**config.mk**
```make
export PLATFORM = sky130hd
export DESIGN_NAME = ip_payload_extract8_flat
export DESIGN_NICKNAME = d
export VERILOG_FILES = /design/src/rtl/ip_payload_extract8_if.sv /design/src/rtl/ip_payload_extract8.sv /design/src/flat_wrapper.sv
export SDC_FILE = /design/constraint.sdc
export NUM_CORES = 1
export LEC_CHECK = 0
export CORE_MARGIN = 5
export CORE_UTILIZATION = 54
export DETAILED_ROUTE_END_ITERATION = 6
export HOLD_SLACK_MARGIN = 0.12
export PLACE_DENSITY = 0.93
export SLEW_MARGIN = 20
export SYNTH_ARGS = -nofsm -noshare
export SYNTH_HDL_FRONTEND = slang
export SYNTH_SLANG_ARGS = --single-unit
```
**constraint.sdc**
```tcl
create_clock -name clk -period 6.2 [get_ports clk]
set_clock_uncertainty 0.1 [all_clocks]
set_input_delay 1.24 -clock clk [delete_from_list [all_inputs] [get_ports clk]]
set_output_delay 1.24 -clock clk [all_outputs]
set_load 0.005 [all_outputs]
```
**src/rtl/ip_payload_extract8_if.sv**
```systemverilog
// rtl/ip_payload_extract8_if.sv - payload byte stream bundle for ip_payload_extract8
// Ports (signals):
//   payload_data  8  forwarded IP payload byte
//   payload_valid 1  byte qualifier
//   payload_sop   1  first payload byte of a datagram
//   payload_eop   1  last payload byte of a datagram
//   payload_err   1  one-cycle abort of the packet being forwarded
// master drives the stream, slave observes it.
interface ip_payload_extract8_if;
    logic [7:0] payload_data;
    logic       payload_valid;
    logic       payload_sop;
    logic       payload_eop;
    logic       payload_err;

    modport master (
        output payload_data,
        output payload_valid,
        output payload_sop,
        output payload_eop,
        output payload_err
    );

    modport slave (
        input payload_data,
        input payload_valid,
        input payload_sop,
        input payload_eop,
        input payload_err
    );
endinterface

```
**src/rtl/ip_payload_extract8.sv**
```systemverilog
// rtl/ip_payload_extract8.sv - byte-serial IPv4 receive sequencer forwarding only the IP payload
// Ports:
//   clk, sync_reset                 clock, asynchronous active-high reset
//   data_in/data_in_valid           IP-layer byte stream (no backpressure)
//   frame_start/frame_end           byte 0 of datagram / last byte of Ethernet frame
//   dec_header_length/total_length/protocol/header_valid  fields from the parallel 12-byte header decoder
//   payload (master)                forwarded payload stream with sop/eop/err
//   protocol_out, src_ip, dst_ip, payload_length  latched header fields
//   pkt_done, hdr_err, csum_err, len_err          per-packet status pulse and status bits
module ip_payload_extract8 #(
    parameter int MAX_IHL = 15
) (
    input  logic                  clk,
    input  logic                  sync_reset,
    input  logic [7:0]            data_in,
    input  logic                  data_in_valid,
    input  logic                  frame_start,
    input  logic                  frame_end,
    input  logic [3:0]            dec_header_length,
    input  logic [15:0]           dec_total_length,
    input  logic [7:0]            dec_protocol,
    input  logic                  dec_header_valid,
    ip_payload_extract8_if.master payload,
    output logic [7:0]            protocol_out,
    output logic [31:0]           src_ip,
    output logic [31:0]           dst_ip,
    output logic [15:0]           payload_length,
    output logic                  pkt_done,
    output logic                  hdr_err,
    output logic                  csum_err,
    output logic                  len_err
);

    typedef enum logic [2:0] {
        S_IDLE,
        S_HEADER,
        S_CAPTURE,
        S_OPTIONS,
        S_PAYLOAD,
        S_DRAIN
    } state_t;

    localparam logic [4:0] MAX_IHL_W = 5'(MAX_IHL);

    state_t      state;
    logic [15:0] byte_cnt;      // index of the byte currently on data_in
    logic [16:0] acc;           // one's-complement accumulator, bit 16 is the pending carry
    logic [7:0]  hi_byte;       // even-index byte waiting for its odd partner
    logic [15:0] hdr_bytes;     // 4*IHL
    logic [15:0] tot_len;

    logic [7:0]  pd_data;
    logic        pd_valid;
    logic        pd_sop;
    logic        pd_eop;
    logic        pd_err;

    logic [15:0] cnt_inc;
    logic [16:0] acc_step;
    logic [15:0] csum_fold;
    logic [15:0] dec_hdr_bytes;
    logic        bad_hdr;
    logic        bad_len;
    logic        hdr_last;
    logic        pay_last;
    logic        byte_end;
    logic        short_frame;
    logic        csum_bad;
    logic        hdr_accept;

    assign payload.payload_data  = pd_data;
    assign payload.payload_valid = pd_valid;
    assign payload.payload_sop   = pd_sop;
    assign payload.payload_eop   = pd_eop;
    assign payload.payload_err   = pd_err;

    always_comb begin
        cnt_inc       = (byte_cnt == 16'hFFFF) ? byte_cnt : byte_cnt + 16'd1;
        // End-around carry: the previous carry is folded back in on the next add.
        acc_step      = {1'b0, acc[15:0]} + {16'd0, acc[16]} + {1'b0, hi_byte, data_in};
        csum_fold     = acc_step[15:0] + {15'd0, acc_step[16]};
        dec_hdr_bytes = {10'd0, dec_header_length, 2'b00};
        bad_hdr       = !dec_header_valid || (dec_header_length < 4'd5) ||
                        ({1'b0, dec_header_length} > MAX_IHL_W);
        bad_len       = dec_total_length < dec_hdr_bytes;
        hdr_last      = byte_cnt == (hdr_bytes - 16'd1);
        pay_last      = byte_cnt == (tot_len - 16'd1);
        byte_end      = data_in_valid && frame_end;
        short_frame   = frame_end && !pay_last;
        csum_bad      = csum_fold != 16'hFFFF;
        hdr_accept    = data_in_valid &&
                        ((state == S_HEADER) || (state == S_CAPTURE) || (state == S_OPTIONS));
    end

    always_ff @(posedge clk or posedge sync_reset) begin
        if (sync_reset) begin
            state          <= S_IDLE;
            byte_cnt       <= '0;
            acc            <= '0;
            hi_byte        <= '0;
            hdr_bytes      <= '0;
            tot_len        <= '0;
            pd_data        <= '0;
            pd_valid       <= 1'b0;
            pd_sop         <= 1'b0;
            pd_eop         <= 1'b0;
            pd_err         <= 1'b0;
            protocol_out   <= '0;
            src_ip         <= '0;
            dst_ip         <= '0;
            payload_length <= '0;
            pkt_done       <= 1'b0;
            hdr_err        <= 1'b0;
            csum_err       <= 1'b0;
            len_err        <= 1'b0;
        end else begin
            // Pulses and status bits only live for the single reporting cycle.
            pd_data  <= 8'h00;
            pd_valid <= 1'b0;
            pd_sop   <= 1'b0;
            pd_eop   <= 1'b0;
            pd_err   <= 1'b0;
            pkt_done <= 1'b0;
            hdr_err  <= 1'b0;
            csum_err <= 1'b0;
            len_err  <= 1'b0;

            if (data_in_valid && frame_start) begin
                // A packet still in flight is reported as truncated; DRAIN has already reported.
                if ((state == S_HEADER) || (state == S_CAPTURE) ||
                    (state == S_OPTIONS) || (state == S_PAYLOAD)) begin
                    pkt_done <= 1'b1;
                    len_err  <= 1'b1;
                end
                if (state == S_PAYLOAD) begin
                    pd_err <= 1'b1;
                end
                state    <= S_HEADER;
                byte_cnt <= 16'd1;
                acc      <= '0;
                hi_byte  <= data_in;
            end else begin
                if (data_in_valid && (state != S_IDLE)) begin
                    byte_cnt <= cnt_inc;
                end

                if (hdr_accept) begin
                    if (byte_cnt[0]) begin
                        acc <= acc_step;
                    end else begin
                        hi_byte <= data_in;
                    end
                    if ((byte_cnt >= 16'd12) && (byte_cnt <= 16'd15)) begin
                        src_ip <= {src_ip[23:0], data_in};
                    end
                    if ((byte_cnt >= 16'd16) && (byte_cnt <= 16'd19)) begin
                        dst_ip <= {dst_ip[23:0], data_in};
                    end
                end

                case (state)
                    S_IDLE: begin
                    end
                    S_HEADER: begin
                        if (data_in_valid) begin
                            if (frame_end) begin
                                pkt_done <= 1'b1;
                                len_err  <= 1'b1;
                                state    <= S_IDLE;
                            end else if (byte_cnt == 16'd11) begin
                                state <= S_CAPTURE;
                            end
                        end
                    end
                    S_CAPTURE: begin
                        // Decoder holds bytes 0..11 now; a byte arriving here is byte 12.
                        if (bad_hdr || bad_len) begin
                            pkt_done <= 1'b1;
                            hdr_err  <= bad_hdr;
                            len_err  <= bad_len || byte_end;
                            state    <= byte_end ? S_IDLE : S_DRAIN;
                        end else begin
                            hdr_bytes      <= dec_hdr_bytes;
                            tot_len        <= dec_total_length;
                            payload_length <= dec_total_length - dec_hdr_bytes;
                            protocol_out   <= dec_protocol;
                            if (byte_end) begin
                                pkt_done <= 1'b1;
                                len_err  <= 1'b1;
                                state    <= S_IDLE;
                            end else begin
                                state <= S_OPTIONS;
                            end
                        end
                    end
                    S_OPTIONS: begin
                        if (data_in_valid) begin
                            if (hdr_last) begin
                                if (csum_bad || short_frame || (tot_len == hdr_bytes)) begin
                                    pkt_done <= 1'b1;
                                    csum_err <= csum_bad;
                                    len_err  <= short_frame;
                                    state    <= frame_end ? S_IDLE : S_DRAIN;
                                end else begin
                                    state <= S_PAYLOAD;
                                end
                            end else if (frame_end) begin
                                pkt_done <= 1'b1;
                                len_err  <= 1'b1;
                                state    <= S_IDLE;
                            end
                        end
                    end
                    S_PAYLOAD: begin
                        if (data_in_valid) begin
                            pd_data  <= data_in;
                            pd_valid <= 1'b1;
                            pd_sop   <= byte_cnt == hdr_bytes;
                            if (pay_last) begin
                                pd_eop   <= 1'b1;
                                pkt_done <= 1'b1;
                                state    <= frame_end ? S_IDLE : S_DRAIN;
                            end else if (frame_end) begin
                                pd_eop   <= 1'b1;
                                pd_err   <= 1'b1;
                                pkt_done <= 1'b1;
                                len_err  <= 1'b1;
                                state    <= S_IDLE;
                            end
                        end
                    end
                    S_DRAIN: begin
                        if (byte_end) begin
                            state <= S_IDLE;
                        end
                    end
                    default: state <= S_IDLE;
                endcase
            end
        end
    end

endmodule

```
**src/flat_wrapper.sv**
```systemverilog
// flat-port wrapper written by rule: the top's interface ports become plain ports
module ip_payload_extract8_flat 
#(
    parameter int MAX_IHL = 15
)
  (clk, sync_reset, data_in, data_in_valid, frame_start, frame_end, dec_header_length, dec_total_length, dec_protocol, dec_header_valid, protocol_out, src_ip, dst_ip, payload_length, pkt_done, hdr_err, csum_err, len_err, payload_payload_data, payload_payload_valid, payload_payload_sop, payload_payload_eop, payload_payload_err);
  ip_payload_extract8_if payload_i ();
  input  logic clk;
  input  logic sync_reset;
  input  logic [7:0] data_in;
  input  logic data_in_valid;
  input  logic frame_start;
  input  logic frame_end;
  input  logic [3:0] dec_header_length;
  input  logic [15:0] dec_total_length;
  input  logic [7:0] dec_protocol;
  input  logic dec_header_valid;
  output logic [7:0] protocol_out;
  output logic [31:0] src_ip;
  output logic [31:0] dst_ip;
  output logic [15:0] payload_length;
  output logic pkt_done;
  output logic hdr_err;
  output logic csum_err;
  output logic len_err;
  output wire logic [$bits(payload_i.payload_data)-1:0] payload_payload_data;
  output wire logic [$bits(payload_i.payload_valid)-1:0] payload_payload_valid;
  output wire logic [$bits(payload_i.payload_sop)-1:0] payload_payload_sop;
  output wire logic [$bits(payload_i.payload_eop)-1:0] payload_payload_eop;
  output wire logic [$bits(payload_i.payload_err)-1:0] payload_payload_err;
  assign payload_payload_data = payload_i.payload_data;
  assign payload_payload_valid = payload_i.payload_valid;
  assign payload_payload_sop = payload_i.payload_sop;
  assign payload_payload_eop = payload_i.payload_eop;
  assign payload_payload_err = payload_i.payload_err;
  ip_payload_extract8 #(.MAX_IHL(MAX_IHL)) u_core (.clk(clk), .sync_reset(sync_reset), .data_in(data_in), .data_in_valid(data_in_valid), .frame_start(frame_start), .frame_end(frame_end), .dec_header_length(dec_header_length), .dec_total_length(dec_total_length), .dec_protocol(dec_protocol), .dec_header_valid(dec_header_valid), .payload(payload_i), .protocol_out(protocol_out), .src_ip(src_ip), .dst_ip(dst_ip), .payload_length(payload_length), .pkt_done(pkt_done), .hdr_err(hdr_err), .csum_err(csum_err), .len_err(len_err));
endmodule
```
======== Word level (Yosys, flattened, before mapping) ========
Cells that the tools add are included.
cells by class
  add/sub/neg operators ................... 7
  $mul .................................... 0
  div/mod/pow operators ................... 0
  $lt $le $gt $ge ......................... 6
  eq/ne operators ......................... 20
  shift operators ......................... 0
  mux-type cells .......................... 67
  bitwise gates (word level) .............. 2
  reductions and logical operators ........ 29
operators by type and width
  operator                 count
  $mux W17                 3
  $mux W16                 3
  $mux W8                  6
  $mux W3                  14
  $mux W1                  37
  $eq A16 B16 Y1           2
  $eq A16 B6 Y1            2
  $pmux W3 S6              1
  $add A16 B1 Y17          1
  $add A17 B16 Y17         1
  $add A16 B1 Y16          1
  $add A16 B1 Y16 const B  1
  $eq A16 B16 Y1 const B   1
  $eq A16 B4 Y1 const B    1
  $ge A16 B4 Y1 const B    1
  $ge A16 B5 Y1 const B    1
  $le A16 B4 Y1 const B    1
  $le A16 B5 Y1 const B    1
  $lt A16 B6 Y1            1
  $ne A16 B16 Y1 const B   1
  $sub A16 B1 Y16 const B  1
  $sub A16 B6 Y16          1
  $reduce_and A3 Y1        3
  $logic_or A1 B1 Y1       8
  other kinds (21)         38
word-level totals
  register bits ........................... 168
  bits in latches ......................... 0
  memory bits (writable) .................. 0
  memory bits (read-only) ................. 0
  output and inout port bits .............. 104
  memories ................................ 0

======== Longest topological paths before layout ========
  word-level depth ........................ 11
  depth in mapped cells ................... 18

======== Least setup slack after synthesis ========
Ideal clock, no wire load.
  path kind ............................... input-to-reg
  start ................................... input port data_in[0]
  end ..................................... register u_core.state[2]
  arrival ................................. 4.490 ns
  data required time ...................... 6.033 ns
  setup slack ............................. 1.543 ns
  stages .................................. 18
  buffers on the path ..................... 0
  cells stage by stage .................... fa_1 -> inv_1 -> fa_1 -> nand2b_2 -> a211oi_4 -> o21ai_2 -> a21oi_1 -> o21ai_0 -> a21boi_0 -> o21ai_0 -> nand2b_1 -> ha_1 -> and3_1 -> xor2_1 -> nand4_1 -> or4b_4 -> nor4_4 -> a311o_1
on the way
  word-level cells in the longest chain between the ends .. 10
RTL lines
  what                              RTL line                    source
  start: declaration                flat_wrapper.sv:10          input logic [7:0] data_in;
  $add A17 B16 Y17                  ip_payload_extract8.sv:80   acc_step = {1'b0, acc[15:0]} + {16'd0, acc[16]} + {1'b0, hi_byte, data_in};
  $add A16 B1 Y16                   ip_payload_extract8.sv:81   csum_fold = acc_step[15:0] + {15'd0, acc_step[16]};
  $ne A16 B16 Y1                    ip_payload_extract8.sv:90   csum_bad = csum_fold != 16'hFFFF;
  $logic_or A1 B1 Y1 (2 in series)  ip_payload_extract8.sv:199  if (csum_bad || short_frame || (tot_len == hdr_bytes)) begin
  $mux W3                           ip_payload_extract8.sv:199
  $mux W3                           ip_payload_extract8.sv:198  if (hdr_last) begin
  $mux W3                           ip_payload_extract8.sv:197  if (data_in_valid) begin
  $pmux W3 S6                       ip_payload_extract8.sv:161  case (state)
  $mux W3                           ip_payload_extract8.sv:128  if (data_in_valid && frame_start) begin
  end signal: assignment            ip_payload_extract8.sv:181  state <= byte_end ? S_IDLE : S_DRAIN;
  end signal: assignment            ip_payload_extract8.sv:203  state <= frame_end ? S_IDLE : S_DRAIN;
  end signal: assignment            ip_payload_extract8.sv:222  state <= frame_end ? S_IDLE : S_DRAIN;
  end: declaration                  ip_payload_extract8.sv:45   state_t state;
Every way passes these cells. The select of a mux whose other input is x is not followed.
A chain may end at the register's enable or synchronous reset.

======== Final worst setup path ========
  start ................................... input port data_in[0]
  end ..................................... register u_core.pkt_done
on the way
  word-level cells in the longest chain between the ends .. 10
RTL lines
  what                              RTL line                    source
  $add A17 B16 Y17                  ip_payload_extract8.sv:80
  $add A16 B1 Y16                   ip_payload_extract8.sv:81
  $ne A16 B16 Y1                    ip_payload_extract8.sv:90
  $logic_or A1 B1 Y1 (2 in series)  ip_payload_extract8.sv:199
  $mux W1                           ip_payload_extract8.sv:199
  $mux W1                           ip_payload_extract8.sv:198
  $mux W1                           ip_payload_extract8.sv:197
  $pmux W1 S4                       ip_payload_extract8.sv:161
  $mux W1                           ip_payload_extract8.sv:128
  end signal: assignment            ip_payload_extract8.sv:132  pkt_done <= 1'b1;
  end signal: assignment            ip_payload_extract8.sv:167  pkt_done <= 1'b1;
  end signal: assignment            ip_payload_extract8.sv:200  pkt_done <= 1'b1;
  end: declaration                  ip_payload_extract8.sv:28   output logic pkt_done,
Every way passes these cells.

==> results_dict.tcl <==
set metrics [dict create \
    outcome "complete, no violations" \
    hold_class "reg2reg" \
    cts_hold_buf 0 \
    final_common_cell "dfrtp_1" \
    vdd_drop_max_v 0.000251 \
    rsz0062_at_grt "no" \
    finalHoldViolations 0 \
    post-route-period-util_pct 86.9 \
    cap_violations 0 \
    grt_overflow_total 0 \
    clk_latency_ps 430 \
    cts_tree "built" \
    leakage_nw 4.94 \
    clock-sinks 166 \
    vias 7167 \
    num_io_pins 146 \
    dpl_cell_area_sq_um 10400 \
    synth_top_area_share_pct 47.2 \
    max_stage_delay_ps 610 \
    async_flop_share_pct 100 \
    antenna_found_initial 0 \
    yosysWarnings 0 \
    dr.pass1.iters 5 \
    ctsResizeCount 0 \
    drt_wl_total_microns 23600 \
    drt_iter0_markers 619 \
    cp.arrival_ps 5580 \
    port-buffer-count 145 \
    slew_headroom_pct 36.4 \
    worstPathRequired_ps 6400 \
    power_density_nw_per_um2 389 \
    postRouteAntennaNets 0 \
    rows 46 \
    final_area_sq_um 11000 \
    num-fill-cells 1089 \
    cts_inserted_buffers 17 \
    fin_crit_ps 5390 \
    dpl.hpwl_microns 16800 \
    end_kind "flip-flop" \
    synth-edff-count 0 \
    wl_per_cell_microns 20.0 \
    antenna_cells 0 \
    mostFrequentLayoutCells "dfrtp_1 (166), clkdlybuf4s50_1 (145), mux2_2 (94)" \
    drc 0 \
    start_util_pct 55.2 \
    synth_area_leader_cell "dfrtp_1" \
    coreArea_sq_um 15900 \
    critPathKind "in2reg" \
    final_util_pct 69.1 \
    postCtsSetupRepairBufs 0 \
    timing.setup.tns_ps 0 \
    layout.nets 1021 \
    cts_buffer_depth 2 \
    slew_violations 0 \
    area_growth_syn_to_layout_pct 25.2 \
    clk_pin_slew_ps 70 \
    syn_inst 818 \
    crit_chain "clkdlybuf4s50_1, fa_1, inv_1, fa_1, nand2b_2, a211oi_4, o21ai_2, a21oi_1, o21ai_0, a21boi_0, o21ai_0, nand2b_1, ha_1, and3_1, xor2_1, nand4_1, or4b_4, nor4_4, o211ai_1" \
    grt_usage_pct 25.6 \
    grt_pass1_wl_microns 37800 \
    die-area_sq_um 19000 \
    synth_fp_nets 888 \
    cts_root_buf "clkbuf_16" \
    synth-main-ff-cell "dfrtp_1" \
    grt_pass1_vias 7219 \
    worstMarginPinSlew_ps 954 \
    synthesis.area_sq_um 8800 \
    synth.area.top_cells "dfrtp_1 (47%), mux2_2 (12%), xnor2_1 (3.8%), ha_1 (3.6%), nand2_1 (3.0%)" \
    fmax_ghz 0.186 \
    ctsHtreeMaxLevel 4 \
    grt_max_degree 77 \
    finalSetupViolCount 0 \
    synth-seq-cells 166 \
    synth_cell_types 81 \
    die_x_microns 138 \
    synth_area_per_cell_sq_um 10.8 \
    synth.yosys.seq_area_share_pct 47.2 \
    vias_per_cell 6.07 \
    globalplace.congestion 0.885 \
    cpMaxStageDelayCell "clkdlybuf4s50_1" \
    die_h_microns 138 \
    crit_fanout 5 \
    cp-start-kind "primary input" \
    drive_gt1_share_pct 16.4 \
]
-- synth_stat cells, drive strengths merged (3+ instances only) --
| cell type | number |
|---|---|
| buf | 10 |
| dfrtp | 166 |
| fa | 3 |
| nand2 | 70 |
| or3 | 5 |
| clkbuf | 28 |
| and4 | 3 |
| nor4 | 13 |
| nor3 | 18 |
| and3 | 12 |
| mux2 | 94 |
| nand2b | 9 |
| mux2i | 3 |
| nand4 | 9 |
| nor2 | 46 |
| nand3 | 28 |
| nor2b | 8 |
| nand4b | 3 |
| and2 | 10 |
| xnor2 | 38 |
| a211oi | 3 |
| ha | 25 |
| or4 | 4 |
| a2111oi | 3 |
| inv | 26 |
| a21o | 7 |
| nand3b | 9 |
| a31oi | 6 |
| o2bb2ai | 3 |
| nor3b | 4 |
| o211ai | 3 |
| xor2 | 30 |
| o221ai | 3 |
| a311o | 3 |
| a21boi | 5 |
| o21ai | 45 |
| a21oi | 21 |
| o31ai | 7 |
| a22o | 10 |
-- cells by family after synthesis --
| group | count (synthesis) | share of synthesized area (%) |
|---|---|---|
| adder cells (fa/ha/maj) | 28 | 4.24 |
| multiplexers | 97 | 12.4 |
| XOR/XNOR | 68 | 6.77 |
| buffers and inverters | 65 | 3.10 |
| flip-flops | 166 | 47.2 |
| AO/OA/AOI/OAI | 137 | 10.7 |
| AND/OR/NAND/NOR | 257 | 15.6 |
-- metrics by stage --
stage	setup slack, ps	hold slack (ps)	power (mW)	instances
after global routing	506	412	4.53	1180
after detailed placement	444	375	3.18	1148
after floorplan	370	354	2.65	818
after CTS	864	392	4.27	1180
after global placement	776	365	3.10	1148
final	812	393	4.29	1180
-- where the power goes --
| part | switching [mW] | total (mW) | internal [mW] | leakage, nW |
|---|---|---|---|---|
| logic | 0.947 | 1.72 | 0.777 | 2.41 |
| registers | 0.221 | 1.50 | 1.28 | 2.25 |
| clock network | 0.473 | 1.06 | 0.588 | 0.286 |
-- worst max-delay path, delay by kind of cell --
kind	cells	cell delay, ps
XOR/XNOR	1	200
buffers and inverters	2	690
adder cells (fa/ha/maj)	3	890
AND/OR/NAND/NOR	6	1450
AO/OA/AOI/OAI	7	1100
-- state kept, by name, summed over array words and instances (netlist names), 3 cells and up --
signal and cells:
u_core.payload_length 14, u_core.hi_byte 8, u_core.hdr_bytes 4, u_core.dst_ip 32, u_core.protocol_out 8, u_core.state 3, u_core.src_ip 32, u_core.payload.payload_data 8
u_core.byte_cnt 16, u_core.acc 17, u_core.tot_len 16
-- area by class of cell --
cell class	count	area, sq um	share of cell area (%)
Clock buffer	19	453	4.11
Timing Repair Buffer	153	1510	13.7
Clock inverter	13	140	1.27
Multi-Input combinational cell	587	4390	39.8
Sequential cell	166	4150	37.7
Inverter	26	103	0.931
Tap cell	216	270	2.45
-- worst paths after layout --
| check | startpoint | endpoint | slack [ps] | cells past startpoint |
|---|---|---|---|---|
| worst max-delay path | data_in[0] | u_core.pkt_done | 810 | 19 |
| worst min-delay path | u_core.payload_length[4] | u_core.payload_length[4] | 390 | 2 |
| worst max register to register | u_core.acc[16] | u_core.pkt_done | 1880 | 18 |
| worst min register to register | u_core.payload_length[4] | u_core.payload_length[4] | 390 | 2 |
| max in group asynchronous | sync_reset | u_core.protocol_out[5] | 3620 | 3 |
| min in group asynchronous | sync_reset | u_core.hdr_err | 1090 | 2 |
-- routing by layer --
metal,part of all wire (%),GRT usage [%],up-vias
li1,-,-,3199
met1,40,31.6,3513
met2,48,42.8,383
met3,9.6,7.20,72
met4,3.0,9.48,0
met5,0,0,-
Power figures use the tool's default switching activity.
